--- config.mk ---
export PLATFORM = sky130hd
export DESIGN_NAME = data_mem_resp
export DESIGN_NICKNAME = d
export VERILOG_FILES = /design/src/rtl/dmem_pkg.sv /design/src/rtl/dmem_ram.sv /design/src/rtl/data_mem_resp.sv
export SDC_FILE = /design/constraint.sdc
export NUM_CORES = 2
export LEC_CHECK = 0
export BUFFER_PORTS_ARGS = -buffer_cell sky130_fd_sc_hd__buf_2
export CORE_MARGIN = 2
export CORE_UTILIZATION = 33
export DETAILED_ROUTE_END_ITERATION = 12
export GPL_ROUTABILITY_DRIVEN = 0
export HOLD_SLACK_MARGIN = 0.08
export PLACE_DENSITY_LB_ADDON = 0.15
export SETUP_SLACK_MARGIN = 0.15
export SYNTH_ARGS = -nofsm -noshare
export SYNTH_HDL_FRONTEND = slang
export SYNTH_SLANG_ARGS = --single-unit
--- constraint.sdc ---
create_clock -name clk_i -period 5.5 [get_ports clk_i]
set_clock_uncertainty 0.1 [all_clocks]
set_input_delay 0.55 -clock clk_i [delete_from_list [all_inputs] [get_ports clk_i]]
set_output_delay 0.55 -clock clk_i [all_outputs]
set_load 0.02 [all_outputs]
--- src/rtl/dmem_pkg.sv ---
// dmem_pkg -- shared definitions for the data-memory responder.
//
// Contents:
//   WORD_W       data word width in bits (32)
//   MAX_LATENCY  largest supported wait-state count (15)
//   CNT_W        width of the wait-state counter
//   dmem_state_e responder FSM state encoding (IDLE, WAIT, RESP)
package dmem_pkg;

    localparam int WORD_W      = 32;
    localparam int MAX_LATENCY = 15;
    localparam int CNT_W       = $clog2(MAX_LATENCY + 1);

    typedef enum logic [1:0] {
        ST_IDLE = 2'd0,
        ST_WAIT = 2'd1,
        ST_RESP = 2'd2
    } dmem_state_e;

endpackage

--- src/rtl/dmem_ram.sv ---
// dmem_ram -- single-port word storage, synchronous write, combinational read.
// Contents are not reset; a word is undefined until it is first written.
//
// Ports:
//   clk_i    in   1       clock, rising edge (write timing)
//   we_i     in   1       write enable
//   addr_i   in   ADDR_W  word index (shared by read and write)
//   wdata_i  in   WORD_W  write data
//   rdata_o  out  WORD_W  mem[addr_i], combinational
module dmem_ram
    import dmem_pkg::*;
#(
    parameter int DEPTH  = 64,
    parameter int ADDR_W = $clog2(DEPTH)
) (
    input  logic              clk_i,
    input  logic              we_i,
    input  logic [ADDR_W-1:0] addr_i,
    input  logic [WORD_W-1:0] wdata_i,
    output logic [WORD_W-1:0] rdata_o
);

    logic [WORD_W-1:0] mem [DEPTH];

    always_ff @(posedge clk_i) begin
        if (we_i) begin
            mem[addr_i] <= wdata_i;
        end
    end

    assign rdata_o = mem[addr_i];

endmodule

--- src/rtl/data_mem_resp.sv ---
// data_mem_resp -- fixed-latency data-memory responder.
//
// A request is accepted on a rising edge with req_i=1 while ready_o=1; the
// access then spends LATENCY cycles in WAIT and one cycle in RESP, where a
// single-cycle rvalid_o strobe carries the load data (or store echo).
// Requests seen while ready_o=0 are dropped, never queued.
//
// Handshake: ready_o is high only in IDLE; an accept is req_i & ready_o at a
// rising clk_i edge. rvalid_o is high for exactly one cycle (RESP) per accept;
// rdata_o32 and err_o are zero whenever rvalid_o is zero.
//
// Optional feature: define DMEM_ALIGN_CHECK_EN to flag accesses whose byte
// address is not word aligned (err_o=1, rdata_o32=0, no memory write).
// Without it, addr_i32[1:0] is ignored and err_o is constant 0.
//
// Ports:
//   clk_i        in   1   clock, rising edge
//   reset_i      in   1   asynchronous active-high reset
//   req_i        in   1   access request
//   we_i         in   1   1 = store, 0 = load
//   addr_i32     in   32  byte address (word index = addr[log2(DEPTH)+1:2])
//   wdata_i32    in   32  store data
//   ready_o      out  1   can accept a request this cycle
//   rvalid_o     out  1   one-cycle response strobe
//   rdata_o32    out  32  load data or store echo, 0 when rvalid_o=0
//   err_o        out  1   access error, qualified by rvalid_o
//   dbg_state_o  out  2   current FSM state (observability)
module data_mem_resp
    import dmem_pkg::*;
#(
    parameter int DEPTH   = 64,
    parameter int LATENCY = 2
) (
    input  logic              clk_i,
    input  logic              reset_i,
    input  logic              req_i,
    input  logic              we_i,
    input  logic [31:0]       addr_i32,
    input  logic [31:0]       wdata_i32,
    output logic              ready_o,
    output logic              rvalid_o,
    output logic [31:0]       rdata_o32,
    output logic              err_o,
    output dmem_state_e       dbg_state_o
);

    localparam int               IDX_W    = $clog2(DEPTH);
    localparam logic [CNT_W-1:0] CNT_LOAD = CNT_W'(LATENCY - 1);

    dmem_state_e        state;
    logic [CNT_W-1:0]   cnt;
    logic               we_q;
    logic [IDX_W-1:0]   idx_q;
    logic [WORD_W-1:0]  wdata_q;
    logic [WORD_W-1:0]  ram_rdata;
    logic               ram_we;
    logic               misalign;
    logic               accept;
    logic               wait_done;

    assign accept      = (state == ST_IDLE) && req_i;
    assign wait_done   = (state == ST_WAIT) && (cnt == '0);
    assign dbg_state_o = state;

    // The store lands on the edge that leaves WAIT; an aborted access never
    // reaches that edge because reset forces IDLE.
    assign ram_we = wait_done && we_q && !misalign;

    dmem_ram #(
        .DEPTH (DEPTH)
    ) u_ram (
        .clk_i   (clk_i),
        .we_i    (ram_we),
        .addr_i  (idx_q),
        .wdata_i (wdata_q),
        .rdata_o (ram_rdata)
    );

    always_ff @(posedge clk_i or posedge reset_i) begin
        if (reset_i) begin
            state     <= ST_IDLE;
            cnt       <= '0;
            ready_o   <= 1'b1;
            rvalid_o  <= 1'b0;
            rdata_o32 <= '0;
            we_q      <= 1'b0;
            idx_q     <= '0;
            wdata_q   <= '0;
        end else begin
            case (state)
                ST_IDLE: begin
                    if (req_i) begin
                        we_q    <= we_i;
                        idx_q   <= addr_i32[IDX_W+1:2];
                        wdata_q <= wdata_i32;
                        cnt     <= CNT_LOAD;
                        ready_o <= 1'b0;
                        state   <= ST_WAIT;
                    end
                end
                ST_WAIT: begin
                    if (cnt == '0) begin
                        // Response data is registered here so it is stable for
                        // the whole RESP cycle. A store echoes its own data.
                        rvalid_o <= 1'b1;
                        if (misalign) begin
                            rdata_o32 <= '0;
                        end else if (we_q) begin
                            rdata_o32 <= wdata_q;
                        end else begin
                            rdata_o32 <= ram_rdata;
                        end
                        state <= ST_RESP;
                    end else begin
                        cnt <= cnt - 1'b1;
                    end
                end
                ST_RESP: begin
                    rvalid_o  <= 1'b0;
                    rdata_o32 <= '0;
                    ready_o   <= 1'b1;
                    state     <= ST_IDLE;
                end
                default: begin
                    rvalid_o  <= 1'b0;
                    rdata_o32 <= '0;
                    ready_o   <= 1'b1;
                    state     <= ST_IDLE;
                end
            endcase
        end
    end

    // Address bits outside the word index never influence the access.
    logic unused_addr;

`ifdef DMEM_ALIGN_CHECK_EN
    logic mis_q;

    always_ff @(posedge clk_i or posedge reset_i) begin
        if (reset_i) begin
            mis_q <= 1'b0;
            err_o <= 1'b0;
        end else if (accept) begin
            mis_q <= (addr_i32[1:0] != 2'b00);
        end else if (wait_done) begin
            err_o <= mis_q;
        end else if (state == ST_RESP) begin
            err_o <= 1'b0;
        end
    end

    assign misalign    = mis_q;
    assign unused_addr = ^addr_i32[31:IDX_W+2];
`else
    assign misalign    = 1'b0;
    assign err_o       = 1'b0;
    assign unused_addr = ^{addr_i32[31:IDX_W+2], addr_i32[1:0], accept};
`endif

endmodule

==> flow_summary.json <==
{
  "outcome": "finished, final reports clean",
  "antenna_found_initial": 26,
  "syn_inst": 4239,
  "drv_slew": 0,
  "synth_mux_area_share_pct": 10.66,
  "grtUsageTotal_pct": 21.66,
  "final_area_um2": 94680,
  "synth_area_um2": 81570,
  "cp_max_fo": 20,
  "start_util_pct": 33.17,
  "grt_max_degree": 96,
  "avgRoutedWirePerCell_um": 34.71,
  "power_frac_comb_pct": 31.6,
  "synthesis.nets": 4308,
  "rsz0062_at_grt": "no",
  "design.die.area_um2": 251200,
  "synth_simple_gate_area_share_pct": 2.410,
  "finalSetupTns_ns": 0,
  "start_kind": "flop",
  "worstSkewPairLatency_ns": 0.87,
  "worstMarginPinSlew_ns": 1.259,
  "syn2layout_area_growth_pct": 16.08,
  "ys_seq_area_share_pct": 77.82,
  "max_cap_violations": 0,
  "drive_above_1_share_pct": 22.49,
  "cpMaxStageDelayCell": "nor2_4",
  "critPathMaxStageDelay_ns": 0.77,
  "cts_buffers": 223,
  "grt_pass1_wl_um": 376400,
  "p_seq_share_pct": 40.8,
  "post_cts_buffers": 0,
  "drtPass1Iterations": 6,
  "hp-class": "in2async",
  "synth-compound-area-share_pct": 7.168,
  "vias_per_cell": 5.606,
  "p_sw_share_pct": 36.08,
  "synthXorXnorAreaFrac_pct": 0.02147,
  "port-buffer-count": 77,
  "tritoncts": "done",
  "p_clk_share_pct": 27.6,
  "synth-seq-cells": 2127,
  "p_leak_nw": 29.75,
  "cts.sinks": 2127,
  "synth_edf_count": 2048,
  "syn_avg_cell_area_um2": 19.24,
  "max_freq_mhz": 229.4,
  "path_class": "reg2reg",
  "clk_pin_slew_ns": 0.06,
  "cp_data_required_time_ns": 5.95,
  "switchingPower_mw": 18.86,
  "die_x_um": 501.2,
  "crit_chain": "inv_1, ha_1, nor3b_1, nand3b_1, inv_1, nand2_1, nor2_1, nand2_1, nor2_4, buf_12",
  "num_vias": 44580,
  "placed_cell_area_um2": 87410,
  "endpoint_kind": "flop",
  "yosys.area_share.adder_pct": 0.01534,
  "drt-initial-drc-count": 5434,
  "cts_max_level": 4,
  "fin_cells": 7952,
  "synth_cell_types": 75,
  "hpwlAfterDp_um": 162400,
  "wl_um": 276000,
  "hold_violations": 0,
  "fin_hold_ws_ns": 0.3211,
  "synth_ff_type": "edfxtp_1",
  "period_minus_slack_ns": 4.359,
  "cp_data_arrival_time_ns": 4.81,
  "overflow": 0,
  "antenna_left": 0,
  "die_h_um": 501.2,
  "drc": 0,
  "num_io_pins": 105,
  "grt_pass1_vias": 43660,
  "clock_path_buffers": 3,
  "pwr_density_cell_nw_per_um2": 551.9,
  "synth_top_family_by_area": "multiplexers",
  "rows": 182,
  "yosys_warnings": 0,
  "finalSetupViolations": 0,
  "core_area_um2": 245900,
  "ir_drop_mv": 0.5755,
  "finalCritPeriodShare_pct": 79.26,
  "placed_cells": 7500,
  "synthArstFlopShare_pct": 3.714,
  "p_int_mw": 33.40,
  "clk_root_buffer_cell": "clkbuf_16",
  "maxSlewHeadroom_pct": 15.17,
  "nets": 4614
}
==> synthesized netlist by cell type (14+ instances only) <==
cell         n  area, um2
nand2_1     98      367.9
o21ai_0    133      665.6
mux4_2     225       5067
edfxtp_1  2048      61500
clkbuf_1   102      382.9
mux2i_1    267       2673
nand3_1     25      125.1
nor2_1     194      728.2
buf_1       14      52.55
buf_4       57      427.9
a31oi_1     15      93.84
a22o_1      20      175.2
dfrtp_1     78       1952
o22ai_1    108      675.7
a22oi_1    105      788.3
a221oi_1   227       1988
a32oi_1     24      210.2
nor3_1      20      100.1
and3_1      19      118.9
mux2_2      85      957.2
a21oi_1     61      305.3
a211oi_1    15      112.6
buf_2      101      505.5
==> power by group through the flow <==
| stage | registers [mW] | clock network (mW) | logic, mW |
|---|---|---|---|
| floorplan | 22.2 | 0 | 8.02 |
| global placement | 21.6 | 0 | 16.3 |
| detailed placement | 21.7 | 0 | 16.4 |
| CTS | 21.3 | 14.7 | 16.5 |
| global route | 21.4 | 15.3 | 17.3 |
| finish | 21.3 | 14.4 | 16.5 |
==> critical path, delay by kind of cell (launching register included) <==
kind | cells | cell delay [ns]
flops | 1 | 0.41
simple gates | 6 | 2.79
buf+inv | 3 | 0.50
fa+ha+maj | 1 | 0.17
==> path summary, 6_finish.rpt <==
check	from	end	slack, ns	cells after the start
max	cnt[0]	u_ram.mem[53][7]	1.14	10
min	reset_i	wdata_q[27]	0.32	3
max reg2reg	cnt[0]	u_ram.mem[53][7]	1.14	10
min reg2reg	rdata_o32[25]	rdata_o32[25]	0.39	2
max in group asynchronous	reset_i	idx_q[0]	3.85	4
min in group clk_i	we_i	we_q	0.32	4
==> repair_timing <==
item                      CTS  global route
hold buffers               40             0
hold endpoints to repair   87             0
gates resized for setup     0             0
==> area by class of cell <==
| class | instances | area, um2 |
|---|---|---|
| fillers | 22420 | 151300 |
| flip-flops and latches | 2127 | 63530 |
| multi-input cells | 1815 | 17150 |
| clock buffers | 305 | 6033 |
| well taps | 3220 | 4029 |
| repair buffers | 367 | 3050 |
| clock inverters | 105 | 838.3 |
| inverters | 11 | 50.05 |
| diodes | 2 | 5.005 |
==> metrics by stage <==
| stage | power, mW | setup WS, ns | util [%] |
|---|---|---|---|
| 3_3_place_gp | 37.95 | 1.201 | 35.54 |
| 6_report | 52.26 | 1.141 | 38.50 |
| 2_1_floorplan | 30.18 | 1.829 | - |
| 5_1_grt | 53.92 | 0.9790 | 38.50 |
| 4_1_cts | 52.55 | 1.155 | 38.50 |
| 3_5_place_dp | 38.10 | 1.175 | 35.54 |
==> registers in the layout, indices dropped and copies added, names as in the netlist <==
register and cells:
idx_q 6, ready_o 1, wdata_q 32, dbg_state_o 2, u_ram.mem 2048, cnt 4, we_q 1, rdata_o32 32
rvalid_o 1
==> routing by layer <==
metal	GRT usage (%)	routed length, um	part of all wire, %
met2	34.71	130800	47
met5	0	0	0
met4	5.506	6565	2.4
met3	3.600	18130	6.6
met1	30.65	120500	44
==> cell families after synthesis <==
logic type,count (synthesis)
multiplexers,577
flip-flops,2127
adder cells (fa/ha/maj),1
buffers and inverters,297
AO/OA/AOI/OAI,803
XOR/XNOR,2
AND/OR/NAND/NOR,431
other,1
==> cells in the final DEF, fill, tap and decap left out, types with 68 or more instances in the layout <==
master | netlist | routed
o22ai_1 | 108 | 108
buf_4 | 57 | 219
clkbuf_16 | 0 | 227
nor2_4 | 0 | 68
a22oi_1 | 105 | 105
edfxtp_1 | 2048 | 2048
clkbuf_1 | 102 | 72
mux4_2 | 225 | 225
buf_2 | 101 | 77
a221oi_1 | 227 | 227
nand2_1 | 98 | 98
mux2_2 | 85 | 85
o21ai_0 | 133 | 133
nor2_1 | 194 | 126
mux2i_1 | 267 | 267
No activity file was read; power rests on OpenSTA's default activity.
